$ cat src/rtl/ethernet_rx.sv
// ethernet_rx: receive path for Ethernet/IPv4/UDP frames carrying a 4-byte
// application header. Strips preamble/SFD, filters and parses headers,
// forwards payload bytes, checks the CRC-32 FCS and reports per-frame status.
`timescale 1ns/1ps

module ethernet_rx #(
  parameter logic [47:0] MAC_ADDR    = 48'h00_0A_35_00_00_01,
  parameter logic [15:0] UDP_PORT    = 16'd4660,
  parameter logic [14:0] MAX_PAYLOAD = 15'd1458
) (
  input  logic        i_clk_125,
  input  logic        i_rst,
  input  logic [7:0]  i_data,
  input  logic        i_data_valid,
  output logic [7:0]  o_data,
  output logic        o_data_valid,
  output logic        o_hdr_valid,
  output logic [7:0]  o_row_number,
  output logic [15:0] o_segment_num,
  output logic        o_sof,
  output logic        o_param_flag,
  output logic [14:0] o_data_byte,
  output logic        o_frame_done,
  output logic        o_frame_ok,
  output logic        o_crc_err,
  output logic        o_busy
);

  typedef enum logic [2:0] {
    S_IDLE     = 3'd0,
    S_PREAMBLE = 3'd1,
    S_HEADER   = 3'd2,
    S_PAYLOAD  = 3'd3,
    S_TRAILER  = 3'd4,
    S_DROP     = 3'd5
  } state_t;

  localparam logic [7:0]  BYTE_PRE    = 8'h55;
  localparam logic [7:0]  BYTE_SFD    = 8'hD5;
  localparam logic [31:0] CRC_INIT    = 32'hFFFF_FFFF;
  localparam logic [31:0] CRC_RESIDUE = 32'hDEBB_20E3;
  localparam logic [31:0] CRC_POLY    = 32'hEDB8_8320;

  // Reflected CRC-32 update for one byte, LSB first.
  function automatic logic [31:0] crc32_byte(input logic [31:0] crc, input logic [7:0] data);
    logic [31:0] c;
    c = crc;
    for (int i = 0; i < 8; i++) begin
      if (c[0] ^ data[i]) begin
        c = (c >> 1) ^ CRC_POLY;
      end else begin
        c = c >> 1;
      end
    end
    return c;
  endfunction

  // Destination MAC byte expected at header offset idx (0 = most significant).
  function automatic logic [7:0] mac_byte(input logic [2:0] idx);
    case (idx)
      3'd0:    return MAC_ADDR[47:40];
      3'd1:    return MAC_ADDR[39:32];
      3'd2:    return MAC_ADDR[31:24];
      3'd3:    return MAC_ADDR[23:16];
      3'd4:    return MAC_ADDR[15:8];
      3'd5:    return MAC_ADDR[7:0];
      default: return 8'h00;
    endcase
  endfunction

  state_t      state_q, state_d;
  logic [2:0]  pre_cnt_q, pre_cnt_d;
  logic [5:0]  hdr_cnt_q, hdr_cnt_d;
  logic [14:0] pay_cnt_q, pay_cnt_d;
  logic [2:0]  trl_cnt_q, trl_cnt_d;
  logic [31:0] crc_q, crc_d;
  logic        mac_ok_q, mac_ok_d;
  logic        bc_ok_q, bc_ok_d;
  logic [7:0]  len_hi_q, len_hi_d;
  logic [14:0] pay_len_q, pay_len_d;
  logic [7:0]  row_cap_q, row_cap_d;
  logic [7:0]  seg_hi_q, seg_hi_d;
  logic [7:0]  seg_lo_q, seg_lo_d;

  logic [7:0]  data_q, data_d;
  logic        data_valid_q, data_valid_d;
  logic        hdr_valid_q, hdr_valid_d;
  logic [7:0]  row_q, row_d;
  logic [15:0] seg_q, seg_d;
  logic        sof_q, sof_d;
  logic        param_q, param_d;
  logic [14:0] data_byte_q, data_byte_d;
  logic        done_q, done_d;
  logic        ok_q, ok_d;
  logic        err_q, err_d;
  logic        busy_q, busy_d;

  logic [15:0] len_s;
  logic        mac_ok_nxt_s;
  logic        bc_ok_nxt_s;
  logic        crc_good_s;
  logic        hdr_fail_s;

  assign len_s        = {len_hi_q, i_data};
  assign mac_ok_nxt_s = mac_ok_q & (i_data == mac_byte(hdr_cnt_q[2:0]));
  assign bc_ok_nxt_s  = bc_ok_q & (i_data == 8'hFF);
  assign crc_good_s   = (crc_q == CRC_RESIDUE);

  // Header filter: flags a mismatch on the byte currently at hdr_cnt_q.
  always_comb begin
    hdr_fail_s = 1'b0;
    case (hdr_cnt_q)
      6'd0, 6'd1, 6'd2,
      6'd3, 6'd4, 6'd5: hdr_fail_s = !(mac_ok_nxt_s || bc_ok_nxt_s);
      6'd12:            hdr_fail_s = (i_data != 8'h08);
      6'd13:            hdr_fail_s = (i_data != 8'h00);
      6'd14:            hdr_fail_s = (i_data != 8'h45);
      6'd23:            hdr_fail_s = (i_data != 8'h11);
      6'd36:            hdr_fail_s = (i_data != UDP_PORT[15:8]);
      6'd37:            hdr_fail_s = (i_data != UDP_PORT[7:0]);
      6'd39:            hdr_fail_s = (len_s < 16'd12) || (len_s > ({1'b0, MAX_PAYLOAD} + 16'd12));
      default:          hdr_fail_s = 1'b0;
    endcase
  end

  // FSM state register.
  always_ff @(posedge i_clk_125 or posedge i_rst) begin
    if (i_rst) begin
      state_q <= S_IDLE;
    end else begin
      state_q <= state_d;
    end
  end

  // FSM next-state logic.
  always_comb begin
    state_d = state_q;
    case (state_q)
      S_IDLE: begin
        if (!i_data_valid)            state_d = S_IDLE;
        else if (i_data == BYTE_PRE)  state_d = S_PREAMBLE;
        else if (i_data == BYTE_SFD)  state_d = S_HEADER;
        else                          state_d = S_DROP;
      end
      S_PREAMBLE: begin
        if (!i_data_valid)                                  state_d = S_IDLE;
        else if (i_data == BYTE_SFD)                        state_d = S_HEADER;
        else if (i_data == BYTE_PRE && pre_cnt_q != 3'd7)   state_d = S_PREAMBLE;
        else                                                state_d = S_DROP;
      end
      S_HEADER: begin
        if (!i_data_valid)             state_d = S_IDLE;
        else if (hdr_fail_s)           state_d = S_DROP;
        else if (hdr_cnt_q == 6'd45)   state_d = (pay_len_q == 15'd0) ? S_TRAILER : S_PAYLOAD;
        else                           state_d = S_HEADER;
      end
      S_PAYLOAD: begin
        if (!i_data_valid)                         state_d = S_IDLE;
        else if (pay_cnt_q == pay_len_q - 15'd1)   state_d = S_TRAILER;
        else                                       state_d = S_PAYLOAD;
      end
      S_TRAILER: begin
        if (!i_data_valid) state_d = S_IDLE;
        else               state_d = S_TRAILER;
      end
      S_DROP: begin
        if (!i_data_valid) state_d = S_IDLE;
        else               state_d = S_DROP;
      end
      default: state_d = S_IDLE;
    endcase
  end

  // Datapath next values: counters, CRC accumulator and header captures.
  always_comb begin
    pre_cnt_d = 3'd0;
    hdr_cnt_d = 6'd0;
    pay_cnt_d = 15'd0;
    trl_cnt_d = 3'd0;
    crc_d     = crc_q;
    mac_ok_d  = 1'b1;
    bc_ok_d   = 1'b1;
    len_hi_d  = len_hi_q;
    pay_len_d = pay_len_q;
    row_cap_d = row_cap_q;
    seg_hi_d  = seg_hi_q;
    seg_lo_d  = seg_lo_q;
    case (state_q)
      S_IDLE, S_PREAMBLE: begin
        crc_d = CRC_INIT;
        if (i_data_valid && i_data == BYTE_PRE) begin
          pre_cnt_d = (state_q == S_IDLE) ? 3'd1 : pre_cnt_q + 3'd1;
        end else begin
          pre_cnt_d = 3'd0;
        end
      end
      S_HEADER: begin
        if (i_data_valid) begin
          crc_d     = crc32_byte(crc_q, i_data);
          hdr_cnt_d = hdr_cnt_q + 6'd1;
          if (hdr_cnt_q < 6'd6) begin
            mac_ok_d = mac_ok_nxt_s;
            bc_ok_d  = bc_ok_nxt_s;
          end else begin
            mac_ok_d = mac_ok_q;
            bc_ok_d  = bc_ok_q;
          end
          if (hdr_cnt_q == 6'd38) len_hi_d  = i_data;
          else                    len_hi_d  = len_hi_q;
          if (hdr_cnt_q == 6'd39) pay_len_d = len_s[14:0] - 15'd12;
          else                    pay_len_d = pay_len_q;
          if (hdr_cnt_q == 6'd42) row_cap_d = i_data;
          else                    row_cap_d = row_cap_q;
          if (hdr_cnt_q == 6'd43) seg_hi_d  = i_data;
          else                    seg_hi_d  = seg_hi_q;
          if (hdr_cnt_q == 6'd44) seg_lo_d  = i_data;
          else                    seg_lo_d  = seg_lo_q;
        end else begin
          hdr_cnt_d = 6'd0;
        end
      end
      S_PAYLOAD: begin
        if (i_data_valid) begin
          crc_d     = crc32_byte(crc_q, i_data);
          pay_cnt_d = pay_cnt_q + 15'd1;
        end else begin
          pay_cnt_d = 15'd0;
        end
      end
      S_TRAILER: begin
        if (i_data_valid) begin
          crc_d     = crc32_byte(crc_q, i_data);
          trl_cnt_d = (trl_cnt_q == 3'd4) ? trl_cnt_q : trl_cnt_q + 3'd1;
        end else begin
          trl_cnt_d = trl_cnt_q;
        end
      end
      default: crc_d = CRC_INIT;
    endcase
  end

  // Datapath registers.
  always_ff @(posedge i_clk_125 or posedge i_rst) begin
    if (i_rst) begin
      pre_cnt_q <= 3'd0;
      hdr_cnt_q <= 6'd0;
      pay_cnt_q <= 15'd0;
      trl_cnt_q <= 3'd0;
      crc_q     <= CRC_INIT;
      mac_ok_q  <= 1'b1;
      bc_ok_q   <= 1'b1;
      len_hi_q  <= 8'd0;
      pay_len_q <= 15'd0;
      row_cap_q <= 8'd0;
      seg_hi_q  <= 8'd0;
      seg_lo_q  <= 8'd0;
    end else begin
      pre_cnt_q <= pre_cnt_d;
      hdr_cnt_q <= hdr_cnt_d;
      pay_cnt_q <= pay_cnt_d;
      trl_cnt_q <= trl_cnt_d;
      crc_q     <= crc_d;
      mac_ok_q  <= mac_ok_d;
      bc_ok_q   <= bc_ok_d;
      len_hi_q  <= len_hi_d;
      pay_len_q <= pay_len_d;
      row_cap_q <= row_cap_d;
      seg_hi_q  <= seg_hi_d;
      seg_lo_q  <= seg_lo_d;
    end
  end

  // FSM output logic: next values of the registered outputs.
  always_comb begin
    data_d       = data_q;
    data_valid_d = 1'b0;
    hdr_valid_d  = 1'b0;
    row_d        = row_q;
    seg_d        = seg_q;
    sof_d        = sof_q;
    param_d      = param_q;
    data_byte_d  = data_byte_q;
    done_d       = 1'b0;
    ok_d         = 1'b0;
    err_d        = 1'b0;
    busy_d       = (state_d != S_IDLE);
    case (state_q)
      S_HEADER: begin
        if (!i_data_valid) begin
          done_d = 1'b1;
          err_d  = !crc_good_s;
        end else if (hdr_cnt_q == 6'd45 && !hdr_fail_s) begin
          hdr_valid_d = 1'b1;
          row_d       = row_cap_q;
          seg_d       = {seg_hi_q, seg_lo_q};
          sof_d       = i_data[3];
          param_d     = i_data[4];
          data_byte_d = pay_len_q;
        end else begin
          hdr_valid_d = 1'b0;
        end
      end
      S_PAYLOAD: begin
        if (i_data_valid) begin
          data_d       = i_data;
          data_valid_d = 1'b1;
        end else begin
          done_d = 1'b1;
          err_d  = !crc_good_s;
        end
      end
      S_TRAILER: begin
        if (!i_data_valid) begin
          done_d = 1'b1;
          ok_d   = (trl_cnt_q == 3'd4) && crc_good_s;
          err_d  = !crc_good_s;
        end else begin
          done_d = 1'b0;
        end
      end
      default: done_d = 1'b0;
    endcase
  end

  // Output registers.
  always_ff @(posedge i_clk_125 or posedge i_rst) begin
    if (i_rst) begin
      data_q       <= 8'd0;
      data_valid_q <= 1'b0;
      hdr_valid_q  <= 1'b0;
      row_q        <= 8'd0;
      seg_q        <= 16'd0;
      sof_q        <= 1'b0;
      param_q      <= 1'b0;
      data_byte_q  <= 15'd0;
      done_q       <= 1'b0;
      ok_q         <= 1'b0;
      err_q        <= 1'b0;
      busy_q       <= 1'b0;
    end else begin
      data_q       <= data_d;
      data_valid_q <= data_valid_d;
      hdr_valid_q  <= hdr_valid_d;
      row_q        <= row_d;
      seg_q        <= seg_d;
      sof_q        <= sof_d;
      param_q      <= param_d;
      data_byte_q  <= data_byte_d;
      done_q       <= done_d;
      ok_q         <= ok_d;
      err_q        <= err_d;
      busy_q       <= busy_d;
    end
  end

  assign o_data        = data_q;
  assign o_data_valid  = data_valid_q;
  assign o_hdr_valid   = hdr_valid_q;
  assign o_row_number  = row_q;
  assign o_segment_num = seg_q;
  assign o_sof         = sof_q;
  assign o_param_flag  = param_q;
  assign o_data_byte   = data_byte_q;
  assign o_frame_done  = done_q;
  assign o_frame_ok    = ok_q;
  assign o_crc_err     = err_q;
  assign o_busy        = busy_q;

endmodule
$ cat config.mk
export PLATFORM = sky130hd
export DESIGN_NAME = ethernet_rx
export DESIGN_NICKNAME = d
export VERILOG_FILES = /design/src/rtl/ethernet_rx.sv
export SDC_FILE = /design/constraint.sdc
export NUM_CORES = 1
export LEC_CHECK = 0
export CAP_MARGIN = 20
export CORE_MARGIN = 2
export CORE_UTILIZATION = 55
export CTS_CLUSTER_DIAMETER = 40
export DETAILED_ROUTE_END_ITERATION = 12
export DONT_BUFFER_PORTS = 1
export HOLD_SLACK_MARGIN = 0.05
export PLACE_DENSITY = 0.8
export SLEW_MARGIN = 15
export SYNTH_ARGS = -nofsm -noshare
export SYNTH_HDL_FRONTEND = slang
export SYNTH_SLANG_ARGS = --single-unit
export TNS_END_PERCENT = 1
$ cat constraint.sdc
create_clock -name i_clk_125 -period 7.1 [get_ports i_clk_125]
set_input_delay 1.775 -clock i_clk_125 [delete_from_list [all_inputs] [get_ports i_clk_125]]
set_output_delay 1.775 -clock i_clk_125 [all_outputs]
set_load 0.01 [all_outputs]
; Yosys cells after proc, flatten, opt, wreduce, memory -nomap -nowiden
; Cells that the tools add are included.
[op_classes]
n_addsub = 6
magnitude_cmp = 3
n_eq_ne = 43
n_mux = 110
bitwise = 46
reduce_logical = 26
[op_table]
columns = operator, n
row1 = $mux 32, 65
row2 = $not 13->14, 22
row3 = $pmux 32 s3, 1
row4 = $mux 3, 20
row5 = $eq 6x6->1 const B, 8
row6 = $eq 32x32->1 const B, 1
row7 = $mux 15, 2
row8 = $xor 1x1->1, 22
row9 = $reduce_and 3->1, 7
row10 = $eq 6x4->1 const B, 3
row11 = $pmux 3 s6, 1
row12 = $pmux 6 s3, 1
row13 = $mux 1, 17
row14 = $eq 8x8->1 const B, 2
row15 = $gt 16x11->1 const B, 1
row16 = $lt 16x4->1 const B, 1
row17 = $ne 8x5->1 const B, 2
row18 = $add 15x1->15 const B, 1
row19 = $eq 15x15->1, 1
row20 = $logic_not 15->1, 1
row21 = $sub 15x1->15 const B, 1
row22 = $sub 15x4->15 const B, 1
row23 = $eq 3x3->1 const B, 4
row24 = $eq 6x2->1 const B, 2
row25 = 29 further kinds, 47
[word_totals]
regBits = 166
inputBits = 11
output_inout_bits = 55
wordCells = 259

; Longest topological paths before layout
[depth]
depth_word = 32
depth_mapped = 11
mapped_depth_nobuf = 9

; Least setup slack after synthesis
; No wires, ideal clock.
[synth_path]
path_kind = input-to-reg
start = in i_data_valid
end = reg row_q[0], in the netlist o_row_number[0]
setup_time_ns = 0.125
arrival_ns = 3.749
t_required_ns = 6.975
path_slack_ns = 3.227
stages = 9
n_path_buf = 4
cell_sequence = clkbuf_1 and2_1 clkbuf_1 nand2_1 nor3b_1 and3_1 buf_2 buf_4 mux2_2
[synth_via]
elab_chain_cells = 1
[synth_rtl]
columns = element, line
row1 = start: declaration, 14  ; input logic i_data_valid,
row2 = $reduce_and 3->1 (no source line), --
row3 = end signal: assignment, 344  ; row_q <= row_d;
row4 = end: declaration, 88  ; logic [7:0] row_q, row_d;
; No other way between the ends.
; A chain may end at the register's enable or synchronous reset.

; Final worst setup path
[layout_path]
start = in i_data_valid
end = reg data_byte_q[12], in the netlist o_data_byte[12]
[layout_via]
elab_chain_cells = 1
[layout_rtl]
columns = element, line
row1 = $reduce_and 3->1 (no source line), --
row2 = end signal: assignment, 348  ; data_byte_q <= data_byte_d;
row3 = end: declaration, 92  ; logic [14:0] data_byte_q, data_byte_d;
; No other way between the ends.

==> metrics.txt <==
commonest non-fill, non-tap cell in the layout=dfrtp_1; Placed Area=8710 um^2; Switch Pwr=0.732 mW; Residual DRC=0; Least-Margin Pin Slew=1.04 ns; Logic pwr share=18.7%; FF+latch count, synth=166; YS warnings=0; DRT antenna net count=0; dpl hpwl=12.4 mm; drt first-iter violations=530; Area growth syn-to-layout=8.12%; ant diodes=0; Final GP Congestion=0.877; fmax=249 MHz; die outline width=129 um; crit-path cells=and2_1 > nand2_1 > nor3b_1 > and3_2 > mux2_2; sequential area share after synthesis=48.5%; Crit path buffers/inverters=0; total power=2.49 mW; IO Count=66; hold buffers post-CTS=0; DR WL/cell=18.4 um; post-CTS setup repair buffer count=0; clock skew=0.00854 ns; RSZ-0062 raised after global routing=false; layout cells sized above 1=17.4%; CTS H-tree depth=4; gr ovfl total=0; starting density of the core=56.7%; crit end category=register; fin crit period=4.02 ns; Syn Area/Cell=10.3 um^2; metal2 WL=9.19 mm; status=finished, final reports clean; vias per cell=5.94; Die H=129 um; DR top layer=met4; post-synth cell types=70; first-pass GRT wire length=30.9 mm; met1 WL=8.23 mm; P_int=1.76 mW; row count=45; WS Path Type=in -> reg; Cells after Synth=836; pre-CTS WS=2.68 ns; Post-synth EDFFs=0; CP peak stage delay=1.00 ns; CTS Buffer Depth=2; nets=833; Final Hold Vio Count=0; post-synth top area share=38.2%; Met3 Routed Length=1.21 mm; most frequent cells in the layout=132 x dfrtp_1, 127 x nand2_1, 66 x xnor2_1, 60 x mux2_2, 50 x o21ai_0; Worst EP arrival=4.33 ns; VDD IR max=0.242 mV; Clk network pwr share=39.1%; slew margin rel.=31.0%; WL final=19.0 mm; slowest CP cell=and3_2; GRT Util Overall=23.6%; Finished Cell Area=9350 um^2; core area=15300 um^2; CP delay by family, top=simple AND/OR/NAND/NOR gates; Final Max Tran Viols=0; final setup fails=0; setup TNS=0 ns; startpoint types=input pin; TritonCTS clock tree=built; vias post-DR=6140; number of clock sinks=166; vias in the first global route=5994; Reg clk slew, reported paths=0.07 ns; CP Max Fanout=72; worst skew pair latency=0.43 ns; maxcap violations=0; net count after synthesis=860; Async S/R FF share, synth=100%; Synth area leader=dfrtp_1; P per Cell Area=267 nW/um^2; CTS resizes=0; sw frac=29.3%; pin count of the biggest net entering global routing=111; initial antenna violation count=0; total iterations of the first detailed-routing run=6; Final WS setup=3.08 ns; die area=16700 um^2; synthesized cell area=8650 um^2; Seq pwr share=42.1%; Hold Crit Class=reg -> reg; CTS Root Cell=clkbuf_16; Lkg Pwr=4.11 nW; Num CTS Buffers=17; Worst EP required=7.41 ns; most common flop cell mapped by yosys=dfrtp_1; Final period util=56.6%; synth top area cells=dfrtp_1 38%, dfstp_2 10%, mux2_2 7.8%; fill cell count=1182; I/O Buffers=0
==> per-layer routing <==
layer,global-route usage (%),vias to the layer above
met1,31.5,3023
met4,6.91,0
met5,0,-
li1,-,2844
met3,6.48,36
met2,38.1,237
==> power groups by stage <==
stage	clock network [mW]	registers [mW]	logic [mW]
6_report	0.976	1.05	0.467
5_1_grt	1.04	1.05	0.524
4_1_cts	0.993	1.05	0.466
3_5_place_dp	0	1.07	0.460
3_3_place_gp	0	1.07	0.454
2_1_floorplan	0	1.05	0.398
==> final cells by class <==
type | count | area, um^2 | share of cell area [%]
inverters | 16 | 65.1 | 0.696
clock buffers | 17 | 425 | 4.55
clock inverters | 15 | 213 | 2.28
multi-input cells | 605 | 4160 | 44.5
well taps | 211 | 264 | 2.82
flip-flops and latches | 166 | 4200 | 44.9
repair buffers | 3 | 22.5 | 0.241
==> synth_stat cells, drive strengths merged, types with 6 or more instances <==
| master | n |
|---|---|
| nand2b | 6 |
| mux2 | 68 |
| dfrtp | 132 |
| ha | 13 |
| dfstp | 34 |
| buf | 14 |
| and2 | 6 |
| nand3 | 16 |
| nand4 | 8 |
| nor4 | 10 |
| nand2 | 127 |
| xor2 | 46 |
| nor2 | 39 |
| inv | 16 |
| o21ai | 70 |
| and3 | 13 |
| nand4b | 8 |
| xnor2 | 67 |
| nor3 | 12 |
| a21oi | 13 |
| or3 | 11 |
| clkbuf | 35 |
==> worst register-to-register path, delay by kind of cell, from the launching register on <==
| family | cells | cell delay (ns) |
|---|---|---|
| flip-flops | 1 | 0.42 |
| multiplexers | 1 | 0.46 |
| AND/OR/NAND/NOR | 5 | 2.30 |
==> worst paths after layout <==
path	to	cells after the start	slack (ns)	startpoint
min in group asynchronous	trl_cnt_q[2]	1	1.42	i_rst
min reg2reg	row_cap_q[0]	2	0.49	row_cap_q[0]
min	row_cap_q[0]	2	0.49	row_cap_q[0]
max reg2reg	o_data_byte[12]	6	3.82	state_q[2]
max in group asynchronous	o_segment_num[15]	2	4.35	i_rst
max	o_data_byte[12]	5	3.08	i_data_valid
==> flip-flops by register name, summed over array words and instances (netlist names), 3 cells and up <==
signal,cells
crc_q,32
hdr_cnt_q,6
len_hi_q,8
o_data,8
o_data_byte,15
o_row_number,8
o_segment_num,16
pay_cnt_q,15
pay_len_q,15
pre_cnt_q,3
row_cap_q,8
seg_hi_q,8
seg_lo_q,8
state_q,3
trl_cnt_q,3
==> per-stage QoR <==
| step | instances | util [%] | hold slack, ns |
|---|---|---|---|
| final | 1033 | 61.3 | 0.487 |
| after CTS | 1033 | 61.3 | 0.485 |
| after global placement | 1001 | 57.1 | 0.466 |
| after floorplan | 836 | - | 0.450 |
| after detailed placement | 1001 | 57.1 | 0.473 |
| after global routing | 1033 | 61.3 | 0.505 |
==> kinds of logic (layout without fill, tap and decap cells) <==
family | after synthesis | in the layout | share of synthesized area [%]
adder cells (fa/ha/maj) | 13 | 13 | 1.88
AO/OA/AOI/OAI | 126 | 126 | 8.97
AND/OR/NAND/NOR | 281 | 281 | 16.3
multiplexers | 71 | 71 | 9.20
flip-flops | 166 | 166 | 48.5
XOR/XNOR | 114 | 114 | 11.8
buffers and inverters | 65 | 51 | 3.34
(Power assumes the default switching activity.)
